File: config.mk
export PLATFORM = sky130hd
export DESIGN_NAME = btn_event_frontend
export DESIGN_NICKNAME = d
export VERILOG_FILES = /design/src/rtl/btn_event_frontend.sv
export SDC_FILE = /design/constraint.sdc
export NUM_CORES = 1
export LEC_CHECK = 0
export ABC_AREA = 1
export ABC_CLOCK_PERIOD_IN_PS = 4320
export CORE_UTILIZATION = 40
export CTS_CLUSTER_DIAMETER = 100
export DETAILED_ROUTE_END_ITERATION = 10
export GPL_TIMING_DRIVEN = 0
export SLEW_MARGIN = 15
export SYNTH_ARGS = -nofsm -noshare
export SYNTH_HDL_FRONTEND = slang
export SYNTH_SLANG_ARGS = --single-unit
File: constraint.sdc
create_clock -name clk -period 4.32 [get_ports clk]
set_clock_uncertainty 0.2 [all_clocks]
set_input_delay 0.648 -clock clk [delete_from_list [all_inputs] [get_ports clk]]
set_output_delay 0.648 -clock clk [all_outputs]
set_load 0.05 [all_outputs]
File: src/rtl/btn_event_frontend.sv
// btn_event_frontend
//   Player-input front end: 2-flop synchronizer, per-button debounce,
//   rising-edge press pulses, and a FIFO of pressed button indices that
//   the game FSM drains over a valid/ready handshake.
//
// Ports
//   clk          system clock
//   rst          synchronous, active-high reset
//   btn_raw[7:0] asynchronous button inputs, active-high
//   clear        flush pending mask, FIFO and overflow (debounce untouched)
//   btn_level    debounced button levels
//   btn_press    one-cycle pulse on a debounced 0->1 transition
//   event_valid  FIFO non-empty
//   event_id     button index at the FIFO head
//   event_ready  consumer accepts the head when high with event_valid
//   overflow     sticky: a press was coalesced into an already-pending one
module btn_event_frontend #(
    parameter int unsigned DEBOUNCE_CYCLES = 8,
    parameter int unsigned FIFO_DEPTH      = 4
) (
    input  logic       clk,
    input  logic       rst,
    input  logic [7:0] btn_raw,
    input  logic       clear,
    output logic [7:0] btn_level,
    output logic [7:0] btn_press,
    output logic       event_valid,
    output logic [2:0] event_id,
    input  logic       event_ready,
    output logic       overflow
);
    localparam int unsigned PTR_W    = $clog2(FIFO_DEPTH);
    localparam logic [15:0] CNT_LAST = 16'(DEBOUNCE_CYCLES - 1);
    localparam logic [PTR_W:0] DEPTH_C = (PTR_W + 1)'(FIFO_DEPTH);

    // Synchronizer and debounce state
    logic [7:0]       sync1;
    logic [7:0]       sync2;
    logic [7:0][15:0] cnt;
    logic [7:0][15:0] cnt_next;
    logic [7:0]       level_next;

    // Event queue state
    logic [7:0]                  pending;
    logic [FIFO_DEPTH-1:0][2:0]  mem;
    logic [PTR_W-1:0]            wr_ptr;
    logic [PTR_W-1:0]            rd_ptr;
    logic [PTR_W:0]              count;

    logic       pop;
    logic       push;
    logic       found;
    logic [2:0] push_idx;
    logic [7:0] push_mask;

    // Debounce: a level flips only after DEBOUNCE_CYCLES consecutive
    // disagreeing synchronized samples; any agreeing sample restarts the run.
    always_comb begin
        level_next = btn_level;
        cnt_next   = '0;
        for (int unsigned i = 0; i < 8; i++) begin
            if (sync2[i] != btn_level[i]) begin
                if (cnt[i] == CNT_LAST) begin
                    level_next[i] = sync2[i];
                end else begin
                    cnt_next[i] = cnt[i] + 16'd1;
                end
            end
        end
    end

    always_ff @(posedge clk) begin
        if (rst) begin
            sync1     <= '0;
            sync2     <= '0;
            cnt       <= '0;
            btn_level <= '0;
            btn_press <= '0;
        end else begin
            sync1     <= btn_raw;
            sync2     <= sync1;
            cnt       <= cnt_next;
            btn_level <= level_next;
            btn_press <= level_next & ~btn_level;
        end
    end

    assign event_valid = (count != '0);
    assign event_id    = mem[rd_ptr];
    assign pop         = event_valid && event_ready;

    // Encoder: lowest pending index goes first. A full FIFO still accepts
    // when the head leaves in the same cycle.
    always_comb begin
        found    = 1'b0;
        push_idx = '0;
        for (int unsigned i = 0; i < 8; i++) begin
            if (pending[i] && !found) begin
                found    = 1'b1;
                push_idx = 3'(i);
            end
        end
        push      = found && ((count != DEPTH_C) || pop);
        push_mask = push ? (8'd1 << push_idx) : '0;
    end

    always_ff @(posedge clk) begin
        if (rst) begin
            pending  <= '0;
            overflow <= 1'b0;
            mem      <= '0;
            wr_ptr   <= '0;
            rd_ptr   <= '0;
            count    <= '0;
        end else if (clear) begin
            pending  <= '0;
            overflow <= 1'b0;
            wr_ptr   <= '0;
            rd_ptr   <= '0;
            count    <= '0;
        end else begin
            pending <= (pending & ~push_mask) | btn_press;
            // A press landing on a bit that stays pending is merged and lost.
            if ((btn_press & pending & ~push_mask) != '0) begin
                overflow <= 1'b1;
            end
            if (push) begin
                mem[wr_ptr] <= push_idx;
                wr_ptr      <= wr_ptr + PTR_W'(1);
            end
            if (pop) begin
                rd_ptr <= rd_ptr + PTR_W'(1);
            end
            case ({push, pop})
                2'b10:   count <= count + 1'b1;
                2'b01:   count <= count - 1'b1;
                default: count <= count;
            endcase
        end
    end
endmodule
==> run summary, run 1 <==
The starting density of the core came out at 41.19%. Summed over all nets, the half-perimeter wirelength after detailed placement is around 12000 um. Setup repair after global routing left no endpoint under its margin. Counting flops with a built-in enable in the synthesized netlist gives 0. The placed instance count is roughly 1400. The count of cell types in the netlist is 49. The global-route usage over all layers is 15.35%. After routing, the total negative slack on setup checks comes to 0 ps. Walking the worst path, the cells encountered are inv_1 -> o21ai_0 -> o22ai_1 -> clkdlybuf4s50_1. The transition time at the pin with the least slew margin came out at 676.9 ps. The final standard cell utilization of the core is a little under half. The average via count per standard cell is approximately 4.7.

The post-route fraction of the period consumed by the critical path is between 60% and 70%. Broken down by cell family, the worst path's largest delay share belongs to buffers and inverters. The library cell used most frequently in the layout, excluding fill and tap cells, is dfxtp_1. The fraction of final layout cells sized beyond drive strength 1 is 10.93%.

The number of cell instances on the worst register-to-register path is 12. The max-capacitance violation count came out at 0. The routed wirelength normalized by instance count came out at roughly 11 um. The count of cells along the worst hold path is 2. In the final design database the tool counted 1193 nets.

Hold repair after CTS inserted 0 buffers. The number of buffers on the longest clock path is 2. The count of buffers added by post-CTS timing repair for setup is 0. The worst path in the final design needs a cycle of slightly below 3000 ps, including I/O delays and setup. The final setup violation count came out at 0. The total cell area at the placement stage came out at roughly 9000 um^2. Entering global routing, the biggest net connects 19 pins. The slowest stage of the critical path is the clkdlybuf4s50_1 cell. The detailed-route via count is between 6000 and 7000. The number of antenna cells inserted came out at 0. The worst setup path is captured at an output port. The H-tree generated during clock tree synthesis spans 4 levels. In the routed design, unresolved DRC markers number 0. The start point of the worst hold path is sync1[2].

In this run the worst hold path is classified as flop to flop. The proportion of synthesized flip-flops having asynchronous set or reset is 0%. The register-to-register setup slack came out at 1850 ps. In the layout the commonest cells are 188 x dfxtp_1, 168 x inv_1, 168 x nor2_1, 155 x nand2_1, 86 x a21oi_1. The count of input and output buffers came out at 32.

The achievable clock frequency came out at 345.8 MHz. Of all nets on the critical path, the largest fanout is 8. The worst setup path is launched from a flop. TritonCTS built the clock tree. The core region is a little over 20000 um^2.

The hold-critical path endpoint is sync2[2]. The headroom to the max-slew limit is 54.87%. The finished cells cover 9654 um^2.

The remaining number of nets flagged by the antenna check after routing came out at 0. The total of fill cells in the finished design came out at approximately 2100. The die is 147.1 um wide. The end of the worst register-to-register path is count[2]. The flow ran to the end, and the final reports show no timing, DRC or antenna violations.

The total grt overflow is 0. The most used flip-flop cell after synthesis is dfxtp_1. The setup path with the least slack is of type flop to output port.

The number of global-route vias before repair is 6085. The launching point of the worst reg2reg path is count[0]. The number of nets produced by synthesis came out at 1142.

The number of warnings reported in the yosys synthesis log came out at 0. The clock transition at the registers of the reported paths came out at 70 ps. The number of buffers and inverters on the critical path came out at 2. After technology mapping, the gate count stands at 1116. The number of clock sinks came out at 188.

The first-pass GRT wire length is ~27000 um. IR analysis of the VDD net gives a maximum drop of 240.1 uV. The CTS root buffer is clkbuf_16. The count of routing violations after the opening detailed-route iteration came out at around 300. The number of instances resized during post-cts repair came out at 0.

The number of standard cells in the final layout excluding fillers is around 1500. The overall die area is ~22000 um^2. The total clock buffers created by CTS came out at 17. The synthesized area per cell is 7.541 um^2.

At the worst endpoint, the arrival time is 2040 ps. The sequential cell area fraction in the yosys report is 44.72%. The standard-cell row count came out at between 50 and 60.

The biggest cell delay along the critical path is a little over 800 ps. The growth of design area from synthesis to finish came out at 14.72%. For this block, the routed nets add up to between 15000 and 20000 um of wire. The power density over the cells came out at 346.5 nW/um^2. Clock latency on the worst-skew pair, taken at its later pin, is between 400 and 500 ps. The leakage power came out at 0.003435 uW.

The routability congestion estimate came out at approximately 0.81. The number of failing hold endpoints at the final stage came out at 0. The number of top-level pins came out at 33. For the worst setup path, the data required time is 3470 ps. The synthesized cell area came out at approximately 8400 um^2.

The first TritonRoute pass finished after 4 iterations. The die is 147.1 um tall. The number of antenna violations at the first check in global routing is 0. The register bit total from synthesis is about 190. The count of pins over their slew limit was 0.
## tightest hold or removal path, stage by stage, from the launching register on
cell,delay (ps)
dfxtp_1,300
inv_1,40
nor2_1,30
## synth_stat cells, types with 2 or more instances
cell type	number	share of area, %
dfxtp_1	188	45
inv_1	168	7.5
nor2_1	168	7.5
nand2_1	155	6.9
a21oi_1	86	5.1
nand3_1	56	3.3
nor3_1	42	2.5
o21ai_0	31	1.8
nand4_1	24	1.8
nor2_2	19	1.4
nor3_2	17	2.0
ha_1	13	1.9
nor4_1	13	0.97
nor3b_1	12	1.1
o21ai_1	12	0.71
nand3_2	10	1.2
xor2_1	10	1.0
inv_2	9	0.40
o21a_1	9	0.80
nand2_2	8	0.59
buf_2	5	0.30
nor2_4	5	0.67
nor3b_2	5	0.74
a211oi_1	4	0.36
or2_2	4	0.30
clkbuf_1	3	0.13
clkinv_1	3	0.13
nor3_4	3	0.58
o21bai_1	3	0.27
o22ai_1	3	0.22
xnor2_1	3	0.31
a21oi_2	2	0.21
buf_1	2	0.089
buf_4	2	0.18
nor4_2	2	0.30
o211ai_1	2	0.18
or2_0	2	0.15
or2_1	2	0.15
## worst max-delay path by stage
stage	from	endpoint	slack [ps]	cells past startpoint
floorplan	count[0]	count[2]	1740	12
CTS	rd_ptr[0]	event_id[2]	1410	4
global route	rd_ptr[0]	event_id[2]	1240	4
detailed placement	event_ready	count[2]	1400	11
finish	rd_ptr[0]	event_id[2]	1430	4
global placement	event_ready	count[2]	1430	11
## cells by family after synthesis
kind of cell / share of synthesized area (%)
AND/OR/NAND/NOR: 32.81
flip-flops: 44.72
adder cells (fa/ha/maj): 2.171
buffers and inverters: 8.802
AO/OA/AOI/OAI: 10.14
XOR/XNOR: 1.353
## metal layers
layer	global-route usage, %	part of all wire (%)	vias up
met3	3.323	2.3	12
met1	20.56	52	3011
li1	-	-	3748
met2	24.65	44	58
met5	0	0	-
met4	4.691	1.1	0
## metrics by stage
stage	power [uW]	worst slack [ps]	hold slack (ps)
after CTS	3401	1405	204.9
after detailed placement	1841	1396	195.1
final	3345	1428	203.2
after floorplan	1816	1738	188.3
after global placement	1841	1426	189.7
after global routing	3482	1242	218.9
## report_power, final
group	total (uW)	internal, uW	switching, uW
Combinational	54.0	20.2	33.8
Clock	1550	819	727
Sequential	1750	1740	4.62
Total	3350	2580	765
## flip-flops by register name, summed over array words and instances (netlist names)
name / count
cnt: 128
mem: 12
btn_level: 8
btn_press: 8
pending: 8
sync1: 8
sync2: 8
count: 3
rd_ptr: 2
wr_ptr: 2
overflow: 1
## cell type report
cell class	count	area (um^2)	area share, %
multi-input combinational	735	3911	40.51
sequential	188	3764	38.98
inverter	181	681.9	7.063
clock buffer	17	425.4	4.406
tap	270	337.8	3.499
timing repair buffer	32	320.3	3.318
clock inverter	15	155.1	1.607
buffer	12	58.81	0.6091
No activity file was read; power rests on OpenSTA's default activity.
==> run 2: changes to the inputs <==
- ABC_CLOCK_PERIOD_IN_PS: 4320 -> 2900
- clock period: 4.32 -> 2.9 ns (I/O delays scaled with it)
==> results of run 2 <==
Same layout as run 1 (identical final DEF). Status: complete, no violations.
Among the figures that moved: setup slack after placement 1396 ps -> 189.0 ps; setup slack after layout 1428 ps -> 221.2 ps; register-to-register setup slack 1850 ps -> 430 ps; total power 3345 uW -> 4983 uW; worst IR drop on VDD 240.1 uV -> 357.7 uV
